<file path="src/rtl/rv_muldiv_unit.sv">
// rv_muldiv_unit: iterative RV32M multiply/divide, one bit per cycle.
// Ports: clk, rst (sync, active-high), start, funct3, rs1_data, rs2_data,
//   rd_addr in; busy, done, wr_en, wr_addr, wr_data (register-file write) out.
// Optional: define MULDIV_EARLY_OUT_EN to skip iteration on trivial cases.
module rv_muldiv_unit #(
  parameter int WIDTH = 32
) (
  input  logic             clk,
  input  logic             rst,
  input  logic             start,
  input  logic [2:0]       funct3,
  input  logic [WIDTH-1:0] rs1_data,
  input  logic [WIDTH-1:0] rs2_data,
  input  logic [4:0]       rd_addr,
  output logic             busy,
  output logic             done,
  output logic             wr_en,
  output logic [4:0]       wr_addr,
  output logic [WIDTH-1:0] wr_data
);

  localparam int CW = $clog2(WIDTH);

  localparam logic [1:0] S_IDLE = 2'd0;
  localparam logic [1:0] S_MUL  = 2'd1;
  localparam logic [1:0] S_DIV  = 2'd2;
  localparam logic [1:0] S_DONE = 2'd3;

  logic [1:0]       state_q, state_d;
  logic [CW-1:0]    cnt_q, cnt_d;
  // acc: product high half / partial remainder
  logic [WIDTH-1:0] acc_q, acc_d;
  // lo: multiplier then product low half / dividend then quotient
  logic [WIDTH-1:0] lo_q, lo_d;
  // opa: multiplicand / divisor magnitude
  logic [WIDTH-1:0] opa_q, opa_d;
  logic [2:0]       op_q, op_d;
  logic [4:0]       rd_q, rd_d;
  logic             neg_q, neg_d;
  logic             rneg_q, rneg_d;
  logic             divz_q, divz_d;
  logic             done_q, done_d;
  logic             wen_q, wen_d;
  logic [4:0]       waddr_q, waddr_d;
  logic [WIDTH-1:0] wdata_q, wdata_d;

  logic             a_sgn, b_sgn, b_zero;
  logic [WIDTH-1:0] a_mag, b_mag;

  assign a_sgn = rs1_data[WIDTH-1] &
                 (funct3 == 3'b001 || funct3 == 3'b010 ||
                  funct3 == 3'b100 || funct3 == 3'b110);
  assign b_sgn = rs2_data[WIDTH-1] &
                 (funct3 == 3'b001 || funct3 == 3'b100 ||
                  funct3 == 3'b110);
  assign a_mag  = a_sgn ? -rs1_data : rs1_data;
  assign b_mag  = b_sgn ? -rs2_data : rs2_data;
  assign b_zero = (rs2_data == '0);

`ifdef MULDIV_EARLY_OUT_EN
  logic             early;
  logic [WIDTH-1:0] early_acc, early_lo;
  logic             e_mz, e_dz, e_ovf, e_small;
  localparam logic [WIDTH-1:0] MINV = {1'b1, {(WIDTH-1){1'b0}}};

  always_comb begin
    e_mz    = ~funct3[2] & ((rs1_data == '0) | b_zero);
    e_dz    = funct3[2] & b_zero;
    e_ovf   = funct3[2] & ~funct3[0] &
              (rs1_data == MINV) & (rs2_data == '1);
    e_small = funct3[2] & (a_mag < b_mag);
    early   = e_mz | e_dz | e_ovf | e_small;
    early_acc = (e_dz | e_small) ? a_mag : '0;
    early_lo  = e_dz ? '1 : (e_ovf ? a_mag : '0);
  end
`endif

  // Shift-add step: conditional add, then shift {acc,lo} right.
  logic [WIDTH:0]   add;
  assign add = {1'b0, acc_q} + {1'b0, (lo_q[0] ? opa_q : '0)};

  // Restoring step: shift in next dividend bit, trial subtract.
  logic [WIDTH:0]   sh;
  logic             ge;
  logic [WIDTH-1:0] sub;
  assign sh  = {acc_q, lo_q[WIDTH-1]};
  assign ge  = (sh >= {1'b0, opa_q});
  assign sub = sh[WIDTH-1:0] - opa_q;

  logic             last;
  assign last = (cnt_q == CW'(WIDTH-1));

  logic [2*WIDTH-1:0] prod, prod_s;
  logic [WIDTH-1:0]   quot, rem, res;

  assign prod   = {acc_q, lo_q};
  assign prod_s = neg_q ? -prod : prod;
  assign quot   = divz_q ? '1 : (neg_q ? -lo_q : lo_q);
  assign rem    = rneg_q ? -acc_q : acc_q;

  always_comb begin
    res = '0;
    case (op_q)
      3'b000:                res = prod_s[WIDTH-1:0];
      3'b001, 3'b010, 3'b011: res = prod_s[2*WIDTH-1:WIDTH];
      3'b100, 3'b101:        res = quot;
      default:               res = rem;
    endcase
  end

  always_comb begin
    state_d = state_q;
    cnt_d   = cnt_q;
    acc_d   = acc_q;
    lo_d    = lo_q;
    opa_d   = opa_q;
    op_d    = op_q;
    rd_d    = rd_q;
    neg_d   = neg_q;
    rneg_d  = rneg_q;
    divz_d  = divz_q;
    done_d  = 1'b0;
    wen_d   = 1'b0;
    waddr_d = waddr_q;
    wdata_d = wdata_q;
    case (state_q)
      S_IDLE: begin
        if (start) begin
          op_d    = funct3;
          rd_d    = rd_addr;
          neg_d   = a_sgn ^ b_sgn;
          rneg_d  = a_sgn;
          divz_d  = funct3[2] & b_zero;
          opa_d   = funct3[2] ? b_mag : a_mag;
          lo_d    = funct3[2] ? a_mag : b_mag;
          acc_d   = '0;
          cnt_d   = '0;
          state_d = funct3[2] ? S_DIV : S_MUL;
`ifdef MULDIV_EARLY_OUT_EN
          if (early) begin
            acc_d   = early_acc;
            lo_d    = early_lo;
            state_d = S_DONE;
          end
`endif
        end
      end
      S_MUL: begin
        acc_d = add[WIDTH:1];
        lo_d  = {add[0], lo_q[WIDTH-1:1]};
        cnt_d = cnt_q + CW'(1);
        if (last) state_d = S_DONE;
      end
      S_DIV: begin
        if (ge) begin
          acc_d = sub;
          lo_d  = {lo_q[WIDTH-2:0], 1'b1};
        end else begin
          acc_d = sh[WIDTH-1:0];
          lo_d  = {lo_q[WIDTH-2:0], 1'b0};
        end
        cnt_d = cnt_q + CW'(1);
        if (last) state_d = S_DONE;
      end
      S_DONE: begin
        done_d  = 1'b1;
        wen_d   = (rd_q != 5'd0);
        waddr_d = rd_q;
        wdata_d = res;
        state_d = S_IDLE;
      end
      default: state_d = S_IDLE;
    endcase
  end

  always_ff @(posedge clk) begin
    if (rst) begin
      state_q <= S_IDLE;
      cnt_q   <= '0;
      acc_q   <= '0;
      lo_q    <= '0;
      opa_q   <= '0;
      op_q    <= '0;
      rd_q    <= '0;
      neg_q   <= 1'b0;
      rneg_q  <= 1'b0;
      divz_q  <= 1'b0;
      done_q  <= 1'b0;
      wen_q   <= 1'b0;
      waddr_q <= '0;
      wdata_q <= '0;
    end else begin
      state_q <= state_d;
      cnt_q   <= cnt_d;
      acc_q   <= acc_d;
      lo_q    <= lo_d;
      opa_q   <= opa_d;
      op_q    <= op_d;
      rd_q    <= rd_d;
      neg_q   <= neg_d;
      rneg_q  <= rneg_d;
      divz_q  <= divz_d;
      done_q  <= done_d;
      wen_q   <= wen_d;
      waddr_q <= waddr_d;
      wdata_q <= wdata_d;
    end
  end

  assign busy    = (state_q != S_IDLE);
  assign done    = done_q;
  assign wr_en   = wen_q;
  assign wr_addr = waddr_q;
  assign wr_data = wdata_q;

endmodule

</file>
<file path="config.mk">
export PLATFORM = sky130hd
export DESIGN_NAME = rv_muldiv_unit
export DESIGN_NICKNAME = d
export VERILOG_FILES = /design/src/rtl/rv_muldiv_unit.sv
export SDC_FILE = /design/constraint.sdc
export NUM_CORES = 1
export LEC_CHECK = 0
export ABC_CLOCK_PERIOD_IN_PS = 3610
export CAP_MARGIN = 20
export CELL_PAD_IN_SITES_DETAIL_PLACEMENT = 1
export CELL_PAD_IN_SITES_GLOBAL_PLACEMENT = 2
export CORE_MARGIN = 8
export CORE_UTILIZATION = 31
export DETAILED_ROUTE_END_ITERATION = 16
export PLACE_DENSITY_LB_ADDON = 0.12
export SLEW_MARGIN = 10
export SYNTH_ARGS = -nofsm -noshare
export SYNTH_HDL_FRONTEND = slang
export SYNTH_SLANG_ARGS = --single-unit
</file>
<file path="constraint.sdc">
create_clock -name clk -period 3.61 [get_ports clk]
set_input_delay 0.722 -clock clk [delete_from_list [all_inputs] [get_ports clk]]
set_output_delay 0.722 -clock clk [all_outputs]
set_load 0.005 [all_outputs]
</file>
==> impl_summary.md <==
Status
The flow ran to the end, and the final reports show no timing, DRC or antenna violations.

Clock tree
The buffer type at the clock tree root is clkbuf_16. The H-tree was split into 4 levels. The clock reaches the later pin of the worst-skew pair after 0.49 ns.

TritonCTS built the clock tree. Clock-pin slew was measured on the worst setup and hold paths at 0.08 ns. The number of sinks driven by the clock tree is 153. No sink is reached through more buffers than the 2 on the longest clock path. The number of buffers inserted during clock tree synthesis is 17. The number of hold buffers added after CTS was 0.

Yosys
The cell area after synthesis is 14,220 µm². The sequential cell area fraction in the yosys report is 21.55%. Counting every instance in the synthesized netlist gives 1,982.

The fraction of registers with async set/reset is 0%. The synthesis-stage register bit count is 153. The number of enable-type register cells in the synthesized netlist is 0. Each instance of the synthesized netlist takes up on average 7.173 µm².

Counting distinct cell types in the post-synthesis netlist gives 85. The total number of yosys warnings is 0. The post-synthesis net count is 2,133.

The most used flip-flop cell after synthesis is dfxtp_1.

Critical path
The critical path buffer and inverter count is 2. The worst flop-to-flop path startpoint is lo_q[0]. The largest delay contributor family on the critical path is compound AO/OA/AOI/OAI gates. The delay of the slowest cell on the worst path is 0.41 ns.

The sort of element at the end of the critical path is a register. In this design, the critical path's most frequently occurring cell is o211ai_1. The slowest stage cell on the critical path is dfxtp_2. The source of the critical timing path is lo_q[0].

The peak fanout along the critical path is 4. The startpoint type of the worst setup path is a register. For the worst setup path, the data required time is 3.99 ns. The signal on the critical path passes through and2_1, ha_1, inv_1, fa_1, nor2b_1, o31a_1, a211oi_2, o211ai_1, o211ai_1, buf_4, nor4_1, mux2i_1, o21ai_0, nand3_1. The worst endpoint data arrival time is 3.79 ns. The setup path with the least slack is of type register to register.

Die
The die covers 52,970 µm². The core region is 45,280 µm². The width of the die is 230.1 µm.

The initial standard-cell utilization of the core is 31.39%. The floorplan has 78 rows. The die is 230.1 µm tall. For this design the top-level I/O count stands at 115.

Pwr
The internal power is 4.994 mW. The clock network is responsible for 17.9% of the overall power. Sequential cells account for 25.2% of the total power. The maximum vdd drop is 0.2811 mV. In this run switching power makes up 48.48% of total power.

In this run the power spent charging and discharging nets is 4.699 mW. The power per cell area is 565.4 nW/µm². The total power of the final layout is 9.693 mW. The combinational power share is 57.0%.

Summed over all cells, the static leakage comes to 6.602 nW.

Cells and area
Relative to the synthesized area, the layout overhead comes to 20.59%. In the final layout, the share of cells above drive strength 1 is 10.11%. The post-route core utilization is 37.86%.

The number of antenna diodes in the final layout is 0. At the end of the flow, the number of nets in the layout was 2,255.

STA
After layout, the worst path uses 94.39% of the clock period. The shortest period the worst path allows is 3.408 ns. Setup violations remaining at the end of the flow were counted as 0.

Timing would allow up to 293.5 MHz. The max-slew violation count is 0. The maximum clock skew at final layout is 0.02202 ns. Measured against its own limit, the worst slew margin works out to 40.76%. The slew at the pin closest to its max-slew limit is 0.8887 ns. The final hold violation count is 0. Summed over all failing endpoints, the final setup total negative slack is 0 ns.

Drt
The total iterations of the first detailed-routing run is 5. The routed design has 63,280 µm of wire. The wire length per cell is 23.29 µm.

The post-route antenna net violation count is 0. After detailed routing, the number of remaining DRC violations is 0. The first routing iteration left 894 violations. Dividing the detail-routed via count by the number of cells gives 5.655. The number of vias after detailed routing is 15,364.

Placement
The weighted congestion reported at the end of routability-driven placement is 0.8802. The detailed-placement wirelength estimate is 50,160 µm. Input and output buffers added on the ports amount to 114.

Global route
The first global-routing pass estimated 96,340 µm of wire. The initial antenna violation count is 0. The remaining global-route overflow is 0.

The via count of the first global-routing pass is 15,643. Entering global routing, the biggest net connects 64 pins. Global routing used 23.39% of the available tracks across all layers.

Worst hold path
The startpoint identified for the worst hold timing path is opa_q[23]. In this run the worst hold path is classified as register to register.

Run
The tool flagged a number of max-cap violations equal to 0.
per-stage QoR:
step	hold WS, ns	setup WS, ns	instance area [µm²]	instances
floorplan	0.4319	0.1714	14220	1982
global placement	0.4423	0.1432	16580	2684
detailed placement	0.4453	0.03906	16580	2684
CTS	0.4548	0.05329	17110	2716
global route	0.4810	-0.0004521	17140	2717
finish	0.4549	0.2024	17140	2717
registers in the layout (all words and copies together) (netlist names), 2 cells and up:
signal / flops
cnt_q: 5
state_q: 2
acc_q: 32
wr_addr: 5
op_q: 3
opa_q: 32
lo_q: 32
rd_q: 5
wr_data: 32
worst paths after layout:
path / cells past startpoint / slack (ns) / end
setup / recovery: 14 / 0.20 / acc_q[29]
hold / removal: 2 / 0.45 / opa_q[23]
setup reg to reg: 14 / 0.20 / acc_q[29]
hold reg to reg: 2 / 0.45 / opa_q[23]
per-layer routing:
| metal | vias to the layer above | global-route usage [%] | part of all wire, % |
|---|---|---|---|
| li1 | 7428 | - | - |
| met5 | - | 0 | 0 |
| met4 | 0 | 9.186 | 3.6 |
| met2 | 350 | 37.72 | 46 |
| met3 | 75 | 3.965 | 4.5 |
| met1 | 7511 | 30.72 | 46 |
cell families (layout without fill, tap and decap cells):
logic type / Yosys count / after routing / synth area share (%)
compound gates: 659 / 659 / 30.01
xor+xnor: 188 / 188 / 11.58
fa+ha+maj: 76 / 76 / 6.795
buf+inv: 217 / 352 / 5.879
flops: 153 / 153 / 21.55
mux: 50 / 50 / 3.529
simple gates: 639 / 639 / 20.66
synth_stat cells (all sizes together), types with 13 or more instances:
| cell | count | area [µm²] |
|---|---|---|
| o221ai | 16 | 140.1 |
| nand2 | 203 | 764.5 |
| ha | 74 | 925.9 |
| a21o | 24 | 180.2 |
| a21oi | 190 | 950.9 |
| nor4 | 16 | 100.1 |
| a211oi | 39 | 297.8 |
| or4 | 15 | 123.9 |
| nor3 | 64 | 320.3 |
| a221oi | 13 | 113.9 |
| clkbuf | 130 | 488.0 |
| a31oi | 22 | 137.6 |
| nand4 | 16 | 100.1 |
| xnor2 | 99 | 867.1 |
| buf | 16 | 81.32 |
| inv | 71 | 266.5 |
| o211ai | 20 | 150.1 |
| mux2i | 49 | 490.5 |
| o31ai | 24 | 209.0 |
| o21ai | 163 | 819.5 |
| dfxtp | 153 | 3063 |
| or3 | 14 | 92.59 |
| nand3 | 34 | 170.2 |
| o41ai | 17 | 156.4 |
| a22oi | 25 | 187.7 |
| xor2 | 89 | 779.5 |
| nor2 | 207 | 784.5 |
| and2 | 13 | 81.33 |
worst register-to-register path, stage by stage (launching register included):
cell and delay [ns]:
dfxtp_2 0.41, and2_1 0.16, ha_1 0.19, inv_1 0.06, fa_1 0.40, nor2b_1 0.19, o31a_1 0.21, a211oi_2 0.14
o211ai_1 0.31, o211ai_1 0.19, buf_4 0.18, nor4_1 0.40, mux2i_1 0.13, o21ai_0 0.24, nand3_1 0.10
cells in the final DEF (no fill, tap or decap), types with 8 or more instances in the layout:
master / Yosys / routed
or2_2: 9 / 9
xor2_1: 89 / 89
a211o_1: 9 / 9
o22ai_1: 10 / 10
or3_1: 13 / 13
or4_1: 12 / 12
o41ai_1: 16 / 15
o31a_1: 8 / 8
nor2_1: 204 / 202
o211ai_1: 20 / 20
a311oi_1: 8 / 8
nor2b_1: 8 / 8
clkbuf_16: 0 / 17
a22o_1: 9 / 9
a22oi_1: 25 / 25
o21a_1: 10 / 10
nor3_1: 64 / 63
mux2i_1: 49 / 49
nand2b_1: 12 / 12
a21oi_1: 190 / 190
o31ai_1: 20 / 20
inv_1: 70 / 69
a221o_1: 9 / 9
dfxtp_1: 153 / 151
nor4_1: 16 / 15
nand3_1: 34 / 33
clkdlybuf4s50_1: 0 / 112
a31oi_1: 22 / 22
and3_1: 9 / 9
a221oi_1: 13 / 13
a21o_1: 24 / 24
nand4_1: 16 / 16
buf_4: 0 / 133
o21ai_0: 158 / 157
ha_1: 74 / 73
and2_1: 13 / 13
a211oi_1: 38 / 37
o221ai_1: 16 / 16
xnor2_1: 99 / 99
nand2_1: 202 / 201
area by class of cell:
cell class	count	area [µm²]
clock buffer	20	436.7
clock inverter	12	91.34
fill	5697	28140
inverter	71	270.3
multi-input combinational	1612	10360
sequential	153	3065
tap	600	750.7
timing repair buffer	248	2165
timing repair inverter	1	7.507
power by group through the flow:
stage               combinational [mW]  clock, mW  sequential, mW
global route                      5.98       1.85            2.49
floorplan                         3.46          0            2.30
finish                            5.52       1.73            2.44
global placement                  5.40          0            2.45
CTS                               5.49       1.79            2.42
detailed placement                5.45          0            2.46
timing repair:
item                       in CTS  in global routing
setup endpoints to repair       0                  7
hold endpoints to repair        0                  0
resized for setup               0                  7
buffers inserted                0                  0
Power figures use the tool's default switching activity.
